### config.mk
export PLATFORM = sky130hd
export DESIGN_NAME = hazard_ctrl
export DESIGN_NICKNAME = d
export VERILOG_FILES = /design/src/rtl/hazard_pkg.sv /design/src/rtl/fwd_sel_unit.sv /design/src/rtl/hazard_ctrl.sv
export SDC_FILE = /design/constraint.sdc
export NUM_CORES = 1
export LEC_CHECK = 0
export ABC_AREA = 0
export CORE_MARGIN = 2
export CORE_UTILIZATION = 50
export CTS_CLUSTER_SIZE = 10
export DETAILED_ROUTE_END_ITERATION = 8
export HOLD_SLACK_MARGIN = 0.1
export MAX_ROUTING_LAYER = met4
export PLACE_DENSITY_LB_ADDON = 0.2
export SYNTH_ARGS = -nofsm -noshare
export SYNTH_HDL_FRONTEND = slang
export SYNTH_HIERARCHICAL = 1
export SYNTH_SLANG_ARGS = --single-unit
### constraint.sdc
create_clock -name clk -period 3.2 [get_ports clk]
set_clock_uncertainty 0.2 [all_clocks]
set_input_delay 0.48 -clock clk [delete_from_list [all_inputs] [get_ports clk]]
set_output_delay 0.48 -clock clk [all_outputs]
set_load 0.01 [all_outputs]
### src/rtl/hazard_pkg.sv
`default_nettype none
// ============================================================================
//  Module   : hazard_pkg
//  Brief    : Shared types and constants for the RV32I pipeline hazard controller.
//  Revision : 1.0 - initial release
// ============================================================================
package hazard_pkg;

    // Encoding is fixed by the existing 3:1 operand mux in EX.
    typedef enum logic [1:0] {
        FWD_RF    = 2'b00,
        FWD_EXMEM = 2'b01,
        FWD_MEMWB = 2'b10
    } fwd_sel_t;

    typedef enum logic [1:0] {
        RUN    = 2'b00,
        D_WAIT = 2'b01,
        I_WAIT = 2'b10
    } hz_state_t;

    localparam logic [4:0] REG_X0 = 5'd0;

    // x0 is hardwired to zero, so it can never carry a dependency.
    function automatic logic reg_match(input logic [4:0] rd, input logic [4:0] rs);
        return (rd != REG_X0) && (rd == rs);
    endfunction

endpackage
`default_nettype wire

### src/rtl/fwd_sel_unit.sv
`default_nettype none
// ============================================================================
//  Module   : fwd_sel_unit
//  Brief    : Forwarding select for one ALU operand; EX/MEM beats MEM/WB.
//  Revision : 1.0 - initial release
// ============================================================================
module fwd_sel_unit
    import hazard_pkg::*;
(
    input  logic [4:0] i_ex_rs,
    input  logic [4:0] i_mem_rd,
    input  logic       i_mem_reg_write,
    input  logic [4:0] i_wb_rd,
    input  logic       i_wb_reg_write,
    output logic [1:0] o_sel
);

    fwd_sel_t w_sel;

    always_comb begin
        w_sel = FWD_RF;
        if (i_mem_reg_write && reg_match(i_mem_rd, i_ex_rs)) begin
            w_sel = FWD_EXMEM;
        end else if (i_wb_reg_write && reg_match(i_wb_rd, i_ex_rs)) begin
            w_sel = FWD_MEMWB;
        end
    end

    assign o_sel = w_sel;

endmodule
`default_nettype wire

### src/rtl/hazard_ctrl.sv
`default_nettype none
// ============================================================================
//  Module   : hazard_ctrl
//  Brief    : Forwarding, load-use stall, branch flush and memory-wait freeze
//             control for the 5-stage RV32I pipeline, with perf counters.
//  Revision : 1.0 - initial release
// ============================================================================
module hazard_ctrl
    import hazard_pkg::*;
#(
    parameter int CNT_W   = 16,
    parameter int TIMEOUT = 255
) (
    input  logic             clk,
    input  logic             rst,
    input  logic [4:0]       id_rs1,
    input  logic [4:0]       id_rs2,
    input  logic             id_use_rs1,
    input  logic             id_use_rs2,
    input  logic [4:0]       ex_rs1,
    input  logic [4:0]       ex_rs2,
    input  logic [4:0]       ex_rd,
    input  logic             ex_mem_read,
    input  logic             ex_branch_taken,
    input  logic [4:0]       mem_rd,
    input  logic             mem_reg_write,
    input  logic             mem_access,
    input  logic [4:0]       wb_rd,
    input  logic             wb_reg_write,
    input  logic             imem_ready,
    input  logic             dmem_ready,
    output logic [1:0]       fwd_a_sel,
    output logic [1:0]       fwd_b_sel,
    output logic             pc_write,
    output logic             ifid_write,
    output logic             ifid_flush,
    output logic             idex_bubble,
    output logic             pipe_freeze,
    output logic             mem_timeout,
    output logic [CNT_W-1:0] lu_stall_cnt,
    output logic [CNT_W-1:0] freeze_cnt,
    output logic [CNT_W-1:0] flush_cnt
);

    localparam int               c_to_w    = (TIMEOUT < 2) ? 1 : $clog2(TIMEOUT + 1);
    localparam logic [c_to_w-1:0] c_to_max = c_to_w'(TIMEOUT);
    localparam logic [CNT_W-1:0]  c_cnt_max = '1;

    logic              w_dwait;
    logic              w_iwait;
    logic              w_freeze;
    logic              w_branch;
    logic              w_lu_hit;
    logic              w_load_use;
    logic [c_to_w-1:0] w_to_nxt;

    hz_state_t         r_state;
    hz_state_t         w_state_nxt;
    logic [c_to_w-1:0] r_to_cnt;
    logic              r_mem_timeout;
    logic [CNT_W-1:0]  r_lu_cnt;
    logic [CNT_W-1:0]  r_freeze_cnt;
    logic [CNT_W-1:0]  r_flush_cnt;

    fwd_sel_unit u_fwd_a (
        .i_ex_rs         (ex_rs1),
        .i_mem_rd        (mem_rd),
        .i_mem_reg_write (mem_reg_write),
        .i_wb_rd         (wb_rd),
        .i_wb_reg_write  (wb_reg_write),
        .o_sel           (fwd_a_sel)
    );

    fwd_sel_unit u_fwd_b (
        .i_ex_rs         (ex_rs2),
        .i_mem_rd        (mem_rd),
        .i_mem_reg_write (mem_reg_write),
        .i_wb_rd         (wb_rd),
        .i_wb_reg_write  (wb_reg_write),
        .o_sel           (fwd_b_sel)
    );

    assign w_dwait  = mem_access & ~dmem_ready;
    assign w_iwait  = ~imem_ready;
    assign w_freeze = w_dwait | w_iwait;

    assign w_lu_hit = ex_mem_read && (ex_rd != REG_X0) &&
                      ((id_use_rs1 && (ex_rd == id_rs1)) ||
                       (id_use_rs2 && (ex_rd == id_rs2)));

    // A freeze masks everything; a taken branch makes the load-use stall moot.
    assign w_branch   = ~w_freeze & ex_branch_taken;
    assign w_load_use = ~w_freeze & ~ex_branch_taken & w_lu_hit;

    always_comb begin
        pc_write    = 1'b1;
        ifid_write  = 1'b1;
        ifid_flush  = 1'b0;
        idex_bubble = 1'b0;
        if (w_freeze) begin
            pc_write   = 1'b0;
            ifid_write = 1'b0;
        end else if (w_branch) begin
            ifid_flush  = 1'b1;
            idex_bubble = 1'b1;
        end else if (w_load_use) begin
            pc_write    = 1'b0;
            ifid_write  = 1'b0;
            idex_bubble = 1'b1;
        end
    end

    assign pipe_freeze = w_freeze;

    always_comb begin
        w_state_nxt = r_state;
        case (r_state)
            RUN: begin
                if (w_dwait) begin
                    w_state_nxt = D_WAIT;
                end else if (w_iwait) begin
                    w_state_nxt = I_WAIT;
                end
            end
            D_WAIT: begin
                if (w_dwait) begin
                    w_state_nxt = D_WAIT;
                end else if (w_iwait) begin
                    w_state_nxt = I_WAIT;
                end else begin
                    w_state_nxt = RUN;
                end
            end
            I_WAIT: begin
                if (w_dwait) begin
                    w_state_nxt = D_WAIT;
                end else if (w_iwait) begin
                    w_state_nxt = I_WAIT;
                end else begin
                    w_state_nxt = RUN;
                end
            end
            default: w_state_nxt = RUN;
        endcase
    end

    always_ff @(posedge clk or negedge rst) begin
        if (!rst) begin
            r_state <= RUN;
        end else begin
            r_state <= w_state_nxt;
        end
    end

    // Run-length counter holds at TIMEOUT so a long stall cannot wrap it.
    assign w_to_nxt = (r_to_cnt == c_to_max) ? c_to_max : r_to_cnt + 1'b1;

    always_ff @(posedge clk or negedge rst) begin
        if (!rst) begin
            r_to_cnt      <= '0;
            r_mem_timeout <= 1'b0;
        end else if (w_freeze) begin
            r_to_cnt <= w_to_nxt;
            if (w_to_nxt == c_to_max) begin
                r_mem_timeout <= 1'b1;
            end
        end else begin
            r_to_cnt <= '0;
        end
    end

    always_ff @(posedge clk or negedge rst) begin
        if (!rst) begin
            r_lu_cnt     <= '0;
            r_freeze_cnt <= '0;
            r_flush_cnt  <= '0;
        end else begin
            if (w_load_use && (r_lu_cnt != c_cnt_max)) begin
                r_lu_cnt <= r_lu_cnt + 1'b1;
            end
            if (w_freeze && (r_freeze_cnt != c_cnt_max)) begin
                r_freeze_cnt <= r_freeze_cnt + 1'b1;
            end
            if (w_branch && (r_flush_cnt != c_cnt_max)) begin
                r_flush_cnt <= r_flush_cnt + 1'b1;
            end
        end
    end

    assign mem_timeout  = r_mem_timeout;
    assign lu_stall_cnt = r_lu_cnt;
    assign freeze_cnt   = r_freeze_cnt;
    assign flush_cnt    = r_flush_cnt;

endmodule
`default_nettype wire

==> out/results.tsv <==
stage	metric	value	unit
logic_synthesis	count leader, synth	dfrtp_1	
logic_synthesis	YS warnings	6	
logic_synthesis	largest family of logic cells by synthesized area	simple AND/OR/NAND/NOR gates	
logic_synthesis	Synth Area in Simple Gates	24.4	%
detailed_routing	initial drt markers	105	
sta	fin crit share	97.6	%
floorplanning	Die ar.	7180	um^2
grt	first-pass GRT wire length	13000	um
setup_path	crit-path max FO	3	
sta	hold_ws	277	ps
layout	# diodes	0	
power_and_ir_drop	Peak VDD IR	541	uV
cts	CTS buffer count	9	
layout	area grow syn2layout	42.4	%
logic_synthesis	Synth Area in Compound Gates	7.83	%
logic_synthesis	count of different cell masters after synthesis	50	
logic_synthesis	Mapped Cells	316	
detailed_routing	routed via count	2833	
grt	largest net degree at the start of global routing	33	
placement	DP HPWL	5820	um
detailed_routing	Residual DRC	0	
setup_path	WS Path Type	in2out	
grt	grt ovf	0	
logic_synthesis	Synth Area in Adders	1.54	%
cts	clk slew on worst S/H paths	60	ps
job	max-cap viol count	0	
logic_synthesis	Yosys top cell by area	dfrtp_1	
power_and_ir_drop	Leak	1.89	nW
layout	final non-filler cell total	516	
setup_path	worst path arrival time	2440	ps
floorplanning	num rows	29	
placement	port buffer count	103	
detailed_routing	DR WL/cell	14.9	um
logic_synthesis	Synth top area share	43.8	%
sta	Setup TNS	0	ps
grt	GRT Total Usage	23.2	%
sta	worst slew pin tran	748	ps
cts	Max Root-Sink Buffers	2	
sta	relative slew slack	50.1	%
logic_synthesis	ys flop type	dfrtp_1	
placement	DP Area	4430	um^2
setup_path	Top Family by Delay on Critical Path	buffers and inverters	
cts	H-tree depth	3	
floorplanning	die width	84.7	um
grt	vias in the first global route	2825	
logic_synthesis	sequential share of the synthesized area	43.8	%
logic_synthesis	number of enable flip-flop cells after synthesis	0	
setup_path	crit end category	output pin	
logic_synthesis	Area contributors post-synth	dfrtp_1 (44%), xnor2_1 (15%), nand4_1 (5.4%)	
setup_path	Worst path most repeated cell	clkdlybuf4s50_1	
sta	Max Fclk	0.320	GHz
detailed_routing	drt pass-1 iters	5	
power_and_ir_drop	total power	0.00214	W
placement	Cells after DPL	500	
detailed_routing	Final ANT Viol Nets	0	
cts	CTS tree	done	
floorplanning	core area	6310	um^2
min_path	hold crit path type	reg2reg	
layout	share of layout cells above drive strength 1	11.4	%
setup_path	largest stage delay on the critical path	560	ps
sta	fin crit period	3120	ps
logic_synthesis	Post-Synth XOR/XNOR Area	18.8	%
logic_synthesis	Syn Nets	366	
layout	Final #Nets	485	
logic_synthesis	Syn Area/Cell	10.3	um^2
logic_synthesis	Yosys reg bits	57	
floorplanning	Top-Level Pins	104	
logic_synthesis	ys async rst share	100	%
setup_path	worst-path cell chain	clkdlybuf4s50_1, or4_1, nor2_2, nor2_1, a21oi_1, clkdlybuf4s50_1	
setup_path	startpoint types	input pin	
detailed_routing	via density per instance	5.49	
cts	Clock Latency Late Sink	330	ps
run_status	status	complete, no violations	
power_and_ir_drop	PD cells	461	nW/um^2
sta	endpoints failing setup	0	
floorplanning	Initial Utilization	51.6	%
layout	design area	4640	um^2
detailed_routing	final WL	7680	um
setup_path	Req. time, crit path	2520	ps
setup_path	crit path buf inv count	2	
sta	Fin. Hold Viols	0	
floorplanning	Die Ht	84.7	um
cts	clk sinks	57	
logic_synthesis	mux cell area share after synthesis	2.04	%
grt	initial antenna violation count	0	
placement	GPL Wtd Cong	0.820	
setup_path	Slowest cell on crit path	clkdlybuf4s50_1	
sta	RSZ-0062 raised after global routing	no	
cts	root buf cell	clkbuf_8	
sta	count of pins over their slew limit	0	
logic_synthesis	Mapped Area	3260	um^2
logic_synthesis	top cells by count, synth	dfrtp_1 (57), xnor2_1 (56), nand2_1 (33)	
[timing repair]
item	CTS	global route
setup endpoints to repair	0	2
hold buffers	1	0
hold endpoints to repair	31	0
buffers inserted	0	0
gates resized for setup	0	1
[worst paths after layout]
kind	endpoint	from	cells past startpoint	slack, ps
max	ifid_write	ex_rd[1]	6	80
min	mem_timeout	mem_timeout	2	280
max reg2reg	lu_stall_cnt[1]	lu_stall_cnt[0]	6	920
min reg2reg	mem_timeout	mem_timeout	2	280
max in group asynchronous	flush_cnt[6]	rst	3	1650
min in group asynchronous	lu_stall_cnt[8]	rst	2	550
[final cells by class]
| class | instances | area (um^2) |
|---|---|---|
| Multi-Input combinational cell | 247 | 1780 |
| Timing Repair Buffer | 112 | 1110 |
| Clock inverter | 3 | 40.0 |
| Clock buffer | 12 | 155 |
| Fill cell | 496 | 1670 |
| Inverter | 8 | 30.0 |
| Tap cell | 77 | 96.3 |
| Sequential cell | 57 | 1430 |
[where the power goes]
part / total, W / internal [W] / leakage, nW / switching, W
Combinational: 0.000534 / 0.000310 / 1.04 / 0.000224
Clock: 0.000666 / 0.000395 / 0.102 / 0.000270
Sequential: 0.000941 / 0.000807 / 0.755 / 0.000133
Total: 0.00214 / 0.00151 / 1.89 / 0.000628
[per-stage QoR]
| step | utilization (%) | setup slack (ps) |
|---|---|---|
| after detailed placement | 70.2 | 55.2 |
| after CTS | 73.4 | 44.9 |
| after global placement | 70.2 | 112 |
| after floorplan | - | 811 |
| final | 73.5 | 77.6 |
| after global routing | 73.5 | 8.39 |
[placed cells by master (no fill, tap or decap), drive strengths merged, types with 8 or more instances in the layout]
cell type / instances
clkdlybuf4s50: 101
dfrtp: 57
xnor2: 56
nand2: 34
nand4: 30
nor2: 22
nand3: 17
xor2: 14
clkbuf: 12
nor3: 10
buf: 9
inv: 8
[metal layers]
layer | GRT usage (%) | part of all wire, % | vias to the layer above
met5 | - | 0 | -
li1 | - | - | 1372
met2 | 36.4 | 47 | 96
met4 | 9.38 | 1.4 | 0
met1 | 29.6 | 45 | 1357
met3 | 4.52 | 6.1 | 8
[logic make-up after synthesis]
kind of cell             Yosys count
AND/OR/NAND/NOR                  139
XOR/XNOR                          70
flip-flops                        57
AO/OA/AOI/OAI                     28
buffers and inverters             12
multiplexers                       6
adder cells (fa/ha/maj)            4
[flip-flops by register name, summed over array words and instances (netlist names)]
name          count
lu_stall_cnt     16
flush_cnt        16
freeze_cnt       16
r_to_cnt          8
mem_timeout       1
[worst reg2reg max path: cells and delay by family (launching register included)]
kind                     cells  cell delay, ps
multiplexers                 1             330
flip-flops                   1             430
AND/OR/NAND/NOR              3             340
adder cells (fa/ha/maj)      1             280
AO/OA/AOI/OAI                1             590
(Power assumes the default switching activity.)
